--- config.mk ---
export PLATFORM = sky130hd
export DESIGN_NAME = rs_encoder_flat
export DESIGN_NICKNAME = d
export VERILOG_FILES = /design/src/rtl/rs_encoder_if.sv /design/src/rtl/rs_encoder.sv /design/src/flat_wrapper.sv
export SDC_FILE = /design/constraint.sdc
export NUM_CORES = 1
export LEC_CHECK = 0
export CAP_MARGIN = 20
export CELL_PAD_IN_SITES_DETAIL_PLACEMENT = 1
export CELL_PAD_IN_SITES_GLOBAL_PLACEMENT = 2
export CORE_ASPECT_RATIO = 0.5
export CORE_MARGIN = 5
export CORE_UTILIZATION = 30
export DETAILED_ROUTE_END_ITERATION = 8
export GPL_ROUTABILITY_DRIVEN = 1
export PLACE_DENSITY_LB_ADDON = 0.1
export SYNTH_ARGS = -nofsm -noshare
export SYNTH_HDL_FRONTEND = slang
export SYNTH_SLANG_ARGS = --single-unit
--- constraint.sdc ---
create_clock -name clock -period 3 [get_ports clock]
set_input_delay 0.3 -clock clock [delete_from_list [all_inputs] [get_ports clock]]
set_output_delay 0.3 -clock clock [all_outputs]
set_load 0.02 [all_outputs]
--- src/rtl/rs_encoder_if.sv ---
// ---------------------------------------------------------------------------
// rs_encoder_if
// Purpose : groups the symbol-stream signals of the RS(31,27) encoder.
// Signals :
//   datain     [4:0]  message symbol from upstream (bit 4 = coeff of x^4)
//   in_valid          datain is valid this cycle
//   in_ready          encoder can take a symbol this cycle
//   dataout    [4:0]  codeword symbol to downstream
//   out_valid         dataout is valid this cycle (no backpressure)
//   out_sop           first codeword symbol
//   out_eop           last codeword symbol (parity p0)
//   state_dbg  [1:0]  encoder FSM state, for observation only
// Handshake: a symbol transfers on a rising clock edge where
// in_valid & in_ready are both high; in_valid while in_ready is low is
// ignored. The output side has no ready: out_valid marks every valid
// dataout and downstream must take it.
// Modports: master = upstream/downstream environment, slave = encoder.
// ---------------------------------------------------------------------------
interface rs_encoder_if;
   logic [4:0] datain;
   logic       in_valid;
   logic       in_ready;
   logic [4:0] dataout;
   logic       out_valid;
   logic       out_sop;
   logic       out_eop;
   logic [1:0] state_dbg;

   modport master (
      output datain, in_valid,
      input  in_ready, dataout, out_valid, out_sop, out_eop, state_dbg
   );

   modport slave (
      input  datain, in_valid,
      output in_ready, dataout, out_valid, out_sop, out_eop, state_dbg
   );
endinterface

--- src/rtl/rs_encoder.sv ---
// ---------------------------------------------------------------------------
// rs_encoder
// Purpose : systematic RS(31,27) encoder over GF(2^5), p(x)=x^5+x^2+1.
//           Passes the 27 message symbols through (one cycle registered),
//           then emits the 4 parity symbols p3..p0 of x^4*m(x) mod g(x).
// Ports   :
//   clock  sole clock, rising edge
//   reset  asynchronous, active-high
//   bus    rs_encoder_if.slave (symbol input, codeword output, debug state)
// ---------------------------------------------------------------------------
module rs_encoder (
   input  logic        clock,
   input  logic        reset,
   rs_encoder_if.slave bus
);

   typedef enum logic [1:0] {
      IDLE   = 2'd0,
      MSG    = 2'd1,
      PARITY = 2'd2
   } state_t;

   // g(x) = x^4 + G3 x^3 + G2 x^2 + G1 x + G0
   localparam logic [4:0] G3 = 5'h1E;
   localparam logic [4:0] G2 = 5'h06;
   localparam logic [4:0] G1 = 5'h09;
   localparam logic [4:0] G0 = 5'h11;

   // Polynomial-basis multiply; x^5 folds back to x^2 + 1.
   function automatic logic [4:0] gf_mul(input logic [4:0] a, input logic [4:0] b);
      logic [4:0] acc;
      logic [4:0] aa;
      acc = '0;
      aa  = a;
      for (int i = 0; i < 5; i++) begin
         if (b[i]) acc = acc ^ aa;
         aa = aa[4] ? ({aa[3:0], 1'b0} ^ 5'h05) : {aa[3:0], 1'b0};
      end
      return acc;
   endfunction

   state_t          state_q, state_d;
   logic [4:0]      cnt_q, cnt_d;
   logic [3:0][4:0] r_q, r_d;
   logic [4:0]      dout_q, dout_d;
   logic            oval_q, oval_d;
   logic            sop_q, sop_d;
   logic            eop_q, eop_d;

   logic            ready;
   logic            accept;
   logic [4:0]      fb;

   assign ready  = (state_q != PARITY);
   assign accept = bus.in_valid & ready;
   assign fb     = bus.datain ^ r_q[3];

   always_comb begin
      state_d = state_q;
      cnt_d   = cnt_q;
      r_d     = r_q;
      dout_d  = '0;
      oval_d  = 1'b0;
      sop_d   = 1'b0;
      eop_d   = 1'b0;

      case (state_q)
         IDLE, MSG: begin
            if (accept) begin
               r_d[3] = r_q[2] ^ gf_mul(fb, G3);
               r_d[2] = r_q[1] ^ gf_mul(fb, G2);
               r_d[1] = r_q[0] ^ gf_mul(fb, G1);
               r_d[0] = gf_mul(fb, G0);
               dout_d = bus.datain;
               oval_d = 1'b1;
               sop_d  = (cnt_q == 5'd0);
               if (cnt_q == 5'd26) begin
                  state_d = PARITY;
                  cnt_d   = 5'd27;
               end else begin
                  state_d = MSG;
                  cnt_d   = cnt_q + 5'd1;
               end
            end
         end
         PARITY: begin
            // Shift remainder out highest-first; zeros fill behind so the
            // LFSR is clear again when the block ends.
            dout_d = r_q[3];
            oval_d = 1'b1;
            eop_d  = (cnt_q == 5'd30);
            r_d[3] = r_q[2];
            r_d[2] = r_q[1];
            r_d[1] = r_q[0];
            r_d[0] = '0;
            if (cnt_q == 5'd30) begin
               state_d = IDLE;
               cnt_d   = 5'd0;
            end else begin
               cnt_d   = cnt_q + 5'd1;
            end
         end
         default: begin
            state_d = IDLE;
            cnt_d   = 5'd0;
            r_d     = '0;
         end
      endcase
   end

   always_ff @(posedge clock or posedge reset) begin
      if (reset) begin
         state_q <= IDLE;
         cnt_q   <= 5'd0;
         r_q     <= '0;
         dout_q  <= 5'd0;
         oval_q  <= 1'b0;
         sop_q   <= 1'b0;
         eop_q   <= 1'b0;
      end else begin
         state_q <= state_d;
         cnt_q   <= cnt_d;
         r_q     <= r_d;
         dout_q  <= dout_d;
         oval_q  <= oval_d;
         sop_q   <= sop_d;
         eop_q   <= eop_d;
      end
   end

   assign bus.in_ready  = ready;
   assign bus.dataout   = dout_q;
   assign bus.out_valid = oval_q;
   assign bus.out_sop   = sop_q;
   assign bus.out_eop   = eop_q;
   assign bus.state_dbg = state_q;

endmodule
--- src/flat_wrapper.sv ---
// flat-port wrapper written by rule: the top's interface ports become plain ports
module rs_encoder_flat 
  (clock, reset, bus_datain, bus_in_valid, bus_in_ready, bus_dataout, bus_out_valid, bus_out_sop, bus_out_eop, bus_state_dbg);
  rs_encoder_if bus_i ();
  input  logic clock;
  input  logic reset;
  input wire logic [$bits(bus_i.datain)-1:0] bus_datain;
  input wire logic [$bits(bus_i.in_valid)-1:0] bus_in_valid;
  output wire logic [$bits(bus_i.in_ready)-1:0] bus_in_ready;
  output wire logic [$bits(bus_i.dataout)-1:0] bus_dataout;
  output wire logic [$bits(bus_i.out_valid)-1:0] bus_out_valid;
  output wire logic [$bits(bus_i.out_sop)-1:0] bus_out_sop;
  output wire logic [$bits(bus_i.out_eop)-1:0] bus_out_eop;
  output wire logic [$bits(bus_i.state_dbg)-1:0] bus_state_dbg;
  assign bus_i.datain = bus_datain;
  assign bus_i.in_valid = bus_in_valid;
  assign bus_in_ready = bus_i.in_ready;
  assign bus_dataout = bus_i.dataout;
  assign bus_out_valid = bus_i.out_valid;
  assign bus_out_sop = bus_i.out_sop;
  assign bus_out_eop = bus_i.out_eop;
  assign bus_state_dbg = bus_i.state_dbg;
  rs_encoder u_core (.clock(clock), .reset(reset), .bus(bus_i));
endmodule
==> key figures, run 1 <==
Placement
  • Placer Congestion: 0.754
  • Post-Place Worst Slack: 843 ps
  • Post-detail-place hpwl: 3.81 mm
  • Dpl cell area: 2380 sq um
  • Port Buf Inserts: 18

Die
  • Area of the die: 8740 sq um
  • Starting Density: 30.9%
  • Placement row count: 21
  • Die Span Y: 68.6 um
  • Core ar.: 6670 sq um
  • Die Width: 127 um
  • # IOs: 19

CTS
  • Hold buffers post-CTS: 0
  • Post-CTS Setup Inserts: 0
  • CTS buffer count: 5
  • CTS root buffer: clkbuf_16
  • Clock Path Buffers: 2
  • Number of H-tree levels: 2
  • CTS resizes: 0
  • CTS sink cnt: 35
  • Clk slew on worst S/H paths: 60 ps
  • Clock insertion delay at the later pin of the skew report: 280 ps
  • CTS tree: done

STA
  • Max-Slew Margin vs Limit: 65.1%
  • Worst-Margin Slew: 523 ps
  • Final setup fails: 0
  • Clk_skew: 6.56 ps
  • Worst setup margin: 1090 ps
  • RSZ-0062 raised after global routing: false
  • Final Hold Vio Count: 0
  • Setup TNS: 0 ps
  • Fmax: 523 MHz
  • Pins Over Slew Limit: 0
  • Fin crit share: 63.7%
  • Final Critical Period: 1910 ps

Worst hold path
  • Worst hold path type: primary input to asynchronous set/reset pin

Power and ir drop
  • LEAKAGE: 1.06 nW
  • Total Power: 2.79 mW
  • Worst IR Drop VDD: 0.324 mV
  • Pwr Density: 1110 nW/um^2

Layout
  • Fraction of layout cells with a size suffix above 1: 12.2%
  • Most frequent cells in the layout: 35 x dfrtp_1, 18 x clkdlybuf4s50_1, 17 x a21oi_1
  • # diodes: 0
  • Final non-filler cell area: 2510 sq um
  • Net total in the final layout: 223
  • Syn-to-layout area delta: 21.8%
  • Commonest non-fill, non-tap cell in the layout: dfrtp_1
  • Layout Utilization: 37.7%

Setup path
  • CP endpoint kind: primary output
  • Critical path data required time: 2700 ps
  • Worst Setup Path Type: flip-flop to primary output
  • Worst-path cell with the longest stage delay: clkdlybuf4s50_1
  • CP Cell Sequence: buf_4 > clkdlybuf4s50_1
  • Worst-path fanout max: 28
  • CP Data Arrival Time: 1610 ps
  • Crit-path max cell delay: 670 ps
  • CP Buf/Inv Count: 2
  • Worst path top cell family by delay: buffers and inverters
  • Critical path startpoint category: flip-flop
  • Slack of the worst reg-to-reg path: 1250 ps

Detailed routing
  • WL/cell: 18.1 um
  • Routed WL: 5.51 mm
  • DR vias: 1,529
  • Final antenna-violating net count: 0
  • Iter 0 DRT Violations: 102
  • DRC violations left: 0
  • Drt first pass iters: 4
  • Vias per inst: 5.01

Logic synthesis
  • Post-synth top area cell: dfrtp_1
  • Syn Inst Count: 190
  • Largest cells by area after synthesis: dfrtp_1 42%, xnor2_4 5.3%, xnor3_1 4.4%
  • Yosys top cell area share: 42.4%
  • Seq/Total Area, Yosys: 42.4%
  • Ys async rst share: 100%
  • Top FF cell, synth: dfrtp_1
  • Post-synth EDFFs: 0
  • Number of library cell types mapped by synthesis: 39
  • Syn Std Cell Area: 2060 sq um
  • Synthesized area per cell: 10.9 sq um
  • Post-synth net total: 201
  • Synth Register Bits: 35
  • Synth warnings: 0

GRT
  • Total GRT Usage: 14.1%
  • First-pass GRT wire length: 9.15 mm
  • Vias in the first global route: 1,634
  • Largest net degree at the start of global routing: 29
  • Antenna violations before repair: 0
  • Grt ovf: 0

Run
  • Max-cap violation count: 0

Status
  • Status: completed
-- worst paths after layout --
kind                                               from               end  depth (start not counted)
worst max-delay path            u_core.bus.state_dbg[1]  bus_state_dbg[1]                          2
worst min-delay path                              reset   u_core.cnt_q[0]                          2
worst max register to register           u_core.r_q[19]    u_core.r_q[16]                          4
worst min register to register            u_core.r_q[1]     u_core.r_q[6]                          1
max in group asynchronous                         reset     u_core.r_q[1]                          3
min in group clock                        u_core.r_q[1]     u_core.r_q[6]                          1
-- final cells by class --
cell class	instances	area, sq um
fill	762	4160
multi-input combinational	135	1110
sequential	35	876
timing repair buffer	26	240
clock buffer	7	133
tap	92	115
inverter	9	33.8
clock inverter	1	5.00
-- flip-flops by register name, indices dropped and copies added, names as in the netlist --
name,count
u_core.bus.out_eop,1
u_core.r_q,20
u_core.bus.dataout,5
u_core.cnt_q,5
u_core.bus.state_dbg,2
u_core.bus.out_valid,1
u_core.bus.out_sop,1
-- cells in the mapped netlist, drive strengths merged (5+ instances only) --
cell type   n
dfrtp      35
o21ai      18
a21oi      17
nor2       16
xnor2      12
a22oi       9
inv         9
xor2        8
clkbuf      7
a211oi      6
nor3        6
a22o        5
o22ai       5
o2bb2ai     5
-- routing by layer --
metal	track usage, %	vias up	share of wire, %
met5	0	-	0
met4	4.41	0	1.3
met3	3.85	7	3.4
met2	23.1	17	45
met1	18.4	777	50
li1	-	728	-
-- kinds of logic after synthesis --
kind of cell	count (synthesis)	synth area share, %
adders and majority gates	3	1.82
buffers and inverters	20	3.70
and+or+nand+nor	36	8.25
xor gates and xnor gates	27	22.5
DFF	35	42.4
AOI/OAI and AO/OA	69	21.3
-- per-stage QoR --
stage | hold slack, ps | std cells
floorplan | 433 | 190
global placement | 504 | 297
detailed placement | 509 | 297
CTS | 373 | 305
global route | 425 | 305
finish | 351 | 305
-- power breakdown --
group | internal [mW] | total (mW) | switching [mW]
clock | 0.307 | 0.509 | 0.202
sequential | 0.659 | 0.878 | 0.218
combinational | 0.765 | 1.41 | 0.643
total | 1.73 | 2.79 | 1.06
Power figures use the tool's default switching activity.
==> run 2, diff against run 1 <==
==> constraint.sdc (replaced) <==
create_clock -name clock -period 2 [get_ports clock]
set_input_delay 0.2 -clock clock [delete_from_list [all_inputs] [get_ports clock]]
set_output_delay 0.2 -clock clock [all_outputs]
set_load 0.02 [all_outputs]
==> key figures, run 2 (synthesized netlist as in run 1, its figures left out) <==
STA
  • RSZ-0062 raised after global routing: false
  • Clk_skew: 1.79 ps
  • Setup TNS: 0 ps
  • Fmax: 551 MHz
  • Final Critical Period: 1810 ps
  • Final setup fails: 0
  • Max-Slew Margin vs Limit: 64.1%
  • Worst setup margin: 186 ps
  • Final Hold Vio Count: 0
  • Fin Hold WS: 339 ps
  • Worst-Margin Slew: 536 ps
  • Pins Over Slew Limit: 0
  • Fin crit share: 90.7%

Layout
  • Fraction of layout cells with a size suffix above 1: 16.2%
  • Syn-to-layout area delta: 26.6%
  • Layout Utilization: 39.1%
  • Commonest non-fill, non-tap cell in the layout: dfrtp_1
  • Number of flip-flops in the largest register: 20
  • Largest Register: u_core.r_q
  • Net total in the final layout: 232
  • # diodes: 0
  • Non-filler cells, final: 314
  • Most frequent cells in the layout: 35 x dfrtp_1, 18 x clkdlybuf4s50_1, 17 x a21oi_1
  • Final non-filler cell area: 2610 sq um

Setup path
  • Critical path data required time: 1800 ps
  • Worst Setup Path Type: flip-flop to primary output
  • CP endpoint kind: primary output
  • Reg-to-reg startpoint: u_core.r_q[16]
  • Worst-path fanout max: 9
  • Slack of the worst reg-to-reg path: 330 ps
  • Critical path startpoint category: flip-flop
  • CP Data Arrival Time: 1610 ps
  • Cell count of the worst reg-to-reg path: 5
  • R2r endpoint: u_core.r_q[19]
  • Worst Setup EP: bus_in_ready
  • Critical path origin: u_core.bus.state_dbg[1]

CTS
  • Number of H-tree levels: 2
  • Hold buffers post-CTS: 0
  • CTS sink cnt: 35
  • Clock insertion delay at the later pin of the skew report: 280 ps
  • Clk slew on worst S/H paths: 50 ps
  • Clock Path Buffers: 2
  • CTS resizes: 0
  • CTS buffer count: 5
  • Post-CTS Setup Inserts: 0
  • CTS tree: done
  • CTS root buffer: clkbuf_16

Detailed routing
  • DRC violations left: 0
  • Routed WL: 5.49 mm
  • WL/cell: 17.5 um
  • DR vias: 1,560
  • Iter 0 DRT Violations: 103
  • Final antenna-violating net count: 0
  • Drt first pass iters: 4
  • Vias per inst: 4.97

Placement
  • Placer Congestion: 0.740
  • Post-Place Cells: 306
  • Post-Place Worst Slack: 6.99 ps
  • Dpl cell area: 2460 sq um
  • Post-detail-place hpwl: 3.91 mm
  • Port Buf Inserts: 18

Die
  • Placement row count: 21
  • Die Width: 127 um
  • # IOs: 19
  • Core ar.: 6670 sq um
  • Starting Density: 30.9%
  • Die Span Y: 68.6 um
  • Area of the die: 8740 sq um

GRT
  • Largest net degree at the start of global routing: 36
  • Grt ovf: 0
  • Antenna violations before repair: 0
  • Vias in the first global route: 1,725
  • Total GRT Usage: 14.2%
  • First-pass GRT wire length: 9.36 mm

Power and ir drop
  • Seq pwr share: 29.8%
  • Total Power: 4.39 mW
  • Internal power: 2.80 mW
  • P_sw: 1.59 mW
  • Net Sw Frac: 36.3%
  • Pwr Density: 1680 nW/um^2
  • LEAKAGE: 1.11 nW
  • Combinational share of power: 51.6%
  • Clock Power Share: 18.6%
  • Worst IR Drop VDD: 0.454 mV

Worst hold path
  • Worst hold path type: primary input to asynchronous set/reset pin

Run
  • Max-cap violation count: 0

Status
  • Status: completed
[run 2: changes by cell type in the layout (fill, tap and decap cells not counted)]
cell      previous run  this run
buf_12               0         1
buf_4                8        16
clkbuf_1             2         1
clkbuf_8             0         2
clkinv_2             1         0
[run 2: power by group through the flow]
stage / logic [mW] / clock network, mW / registers [mW]
global route: 2.50 / 0.882 / 1.35
floorplan: 1.75 / 0 / 1.24
finish: 2.26 / 0.818 / 1.31
CTS: 2.30 / 0.850 / 1.31
detailed placement: 2.29 / 0 / 1.32
global placement: 2.24 / 0 / 1.32
[run 2: worst min-delay path by stage]
stage,cells after the start,endpoint,slack (ps)
floorplan,1,u_core.bus.dataout[4],330
global placement,1,u_core.r_q[10],510
detailed placement,1,u_core.r_q[6],510
CTS,3,u_core.bus.state_dbg[1],360
global route,3,u_core.bus.out_sop,410
finish,3,u_core.bus.out_eop,340
[run 2: worst max-delay path, cell delays in order (launching register included)]
cell	delay [ps]
dfrtp_1	370
nor2b_1	150
inv_2	170
clkdlybuf4s50_1	640
[run 2: cell type report]
type / instances / area (sq um)
multi-input combinational: 135 / 1110
fill: 743 / 4060
tap: 92 / 115
timing repair buffer: 35 / 320
clock buffer: 8 / 156
inverter: 9 / 33.8
sequential: 35 / 876
[run 2: layer usage]
| metal | wire length (um) | global-route usage, % | vias to the layer above |
|---|---|---|---|
| met5 | 0 | 0 | - |
| met4 | 57 | 4.01 | 0 |
| met3 | 147 | 3.54 | 4 |
| met2 | 2480 | 24.5 | 12 |
| met1 | 2800 | 18.0 | 799 |
| li1 | - | - | 745 |
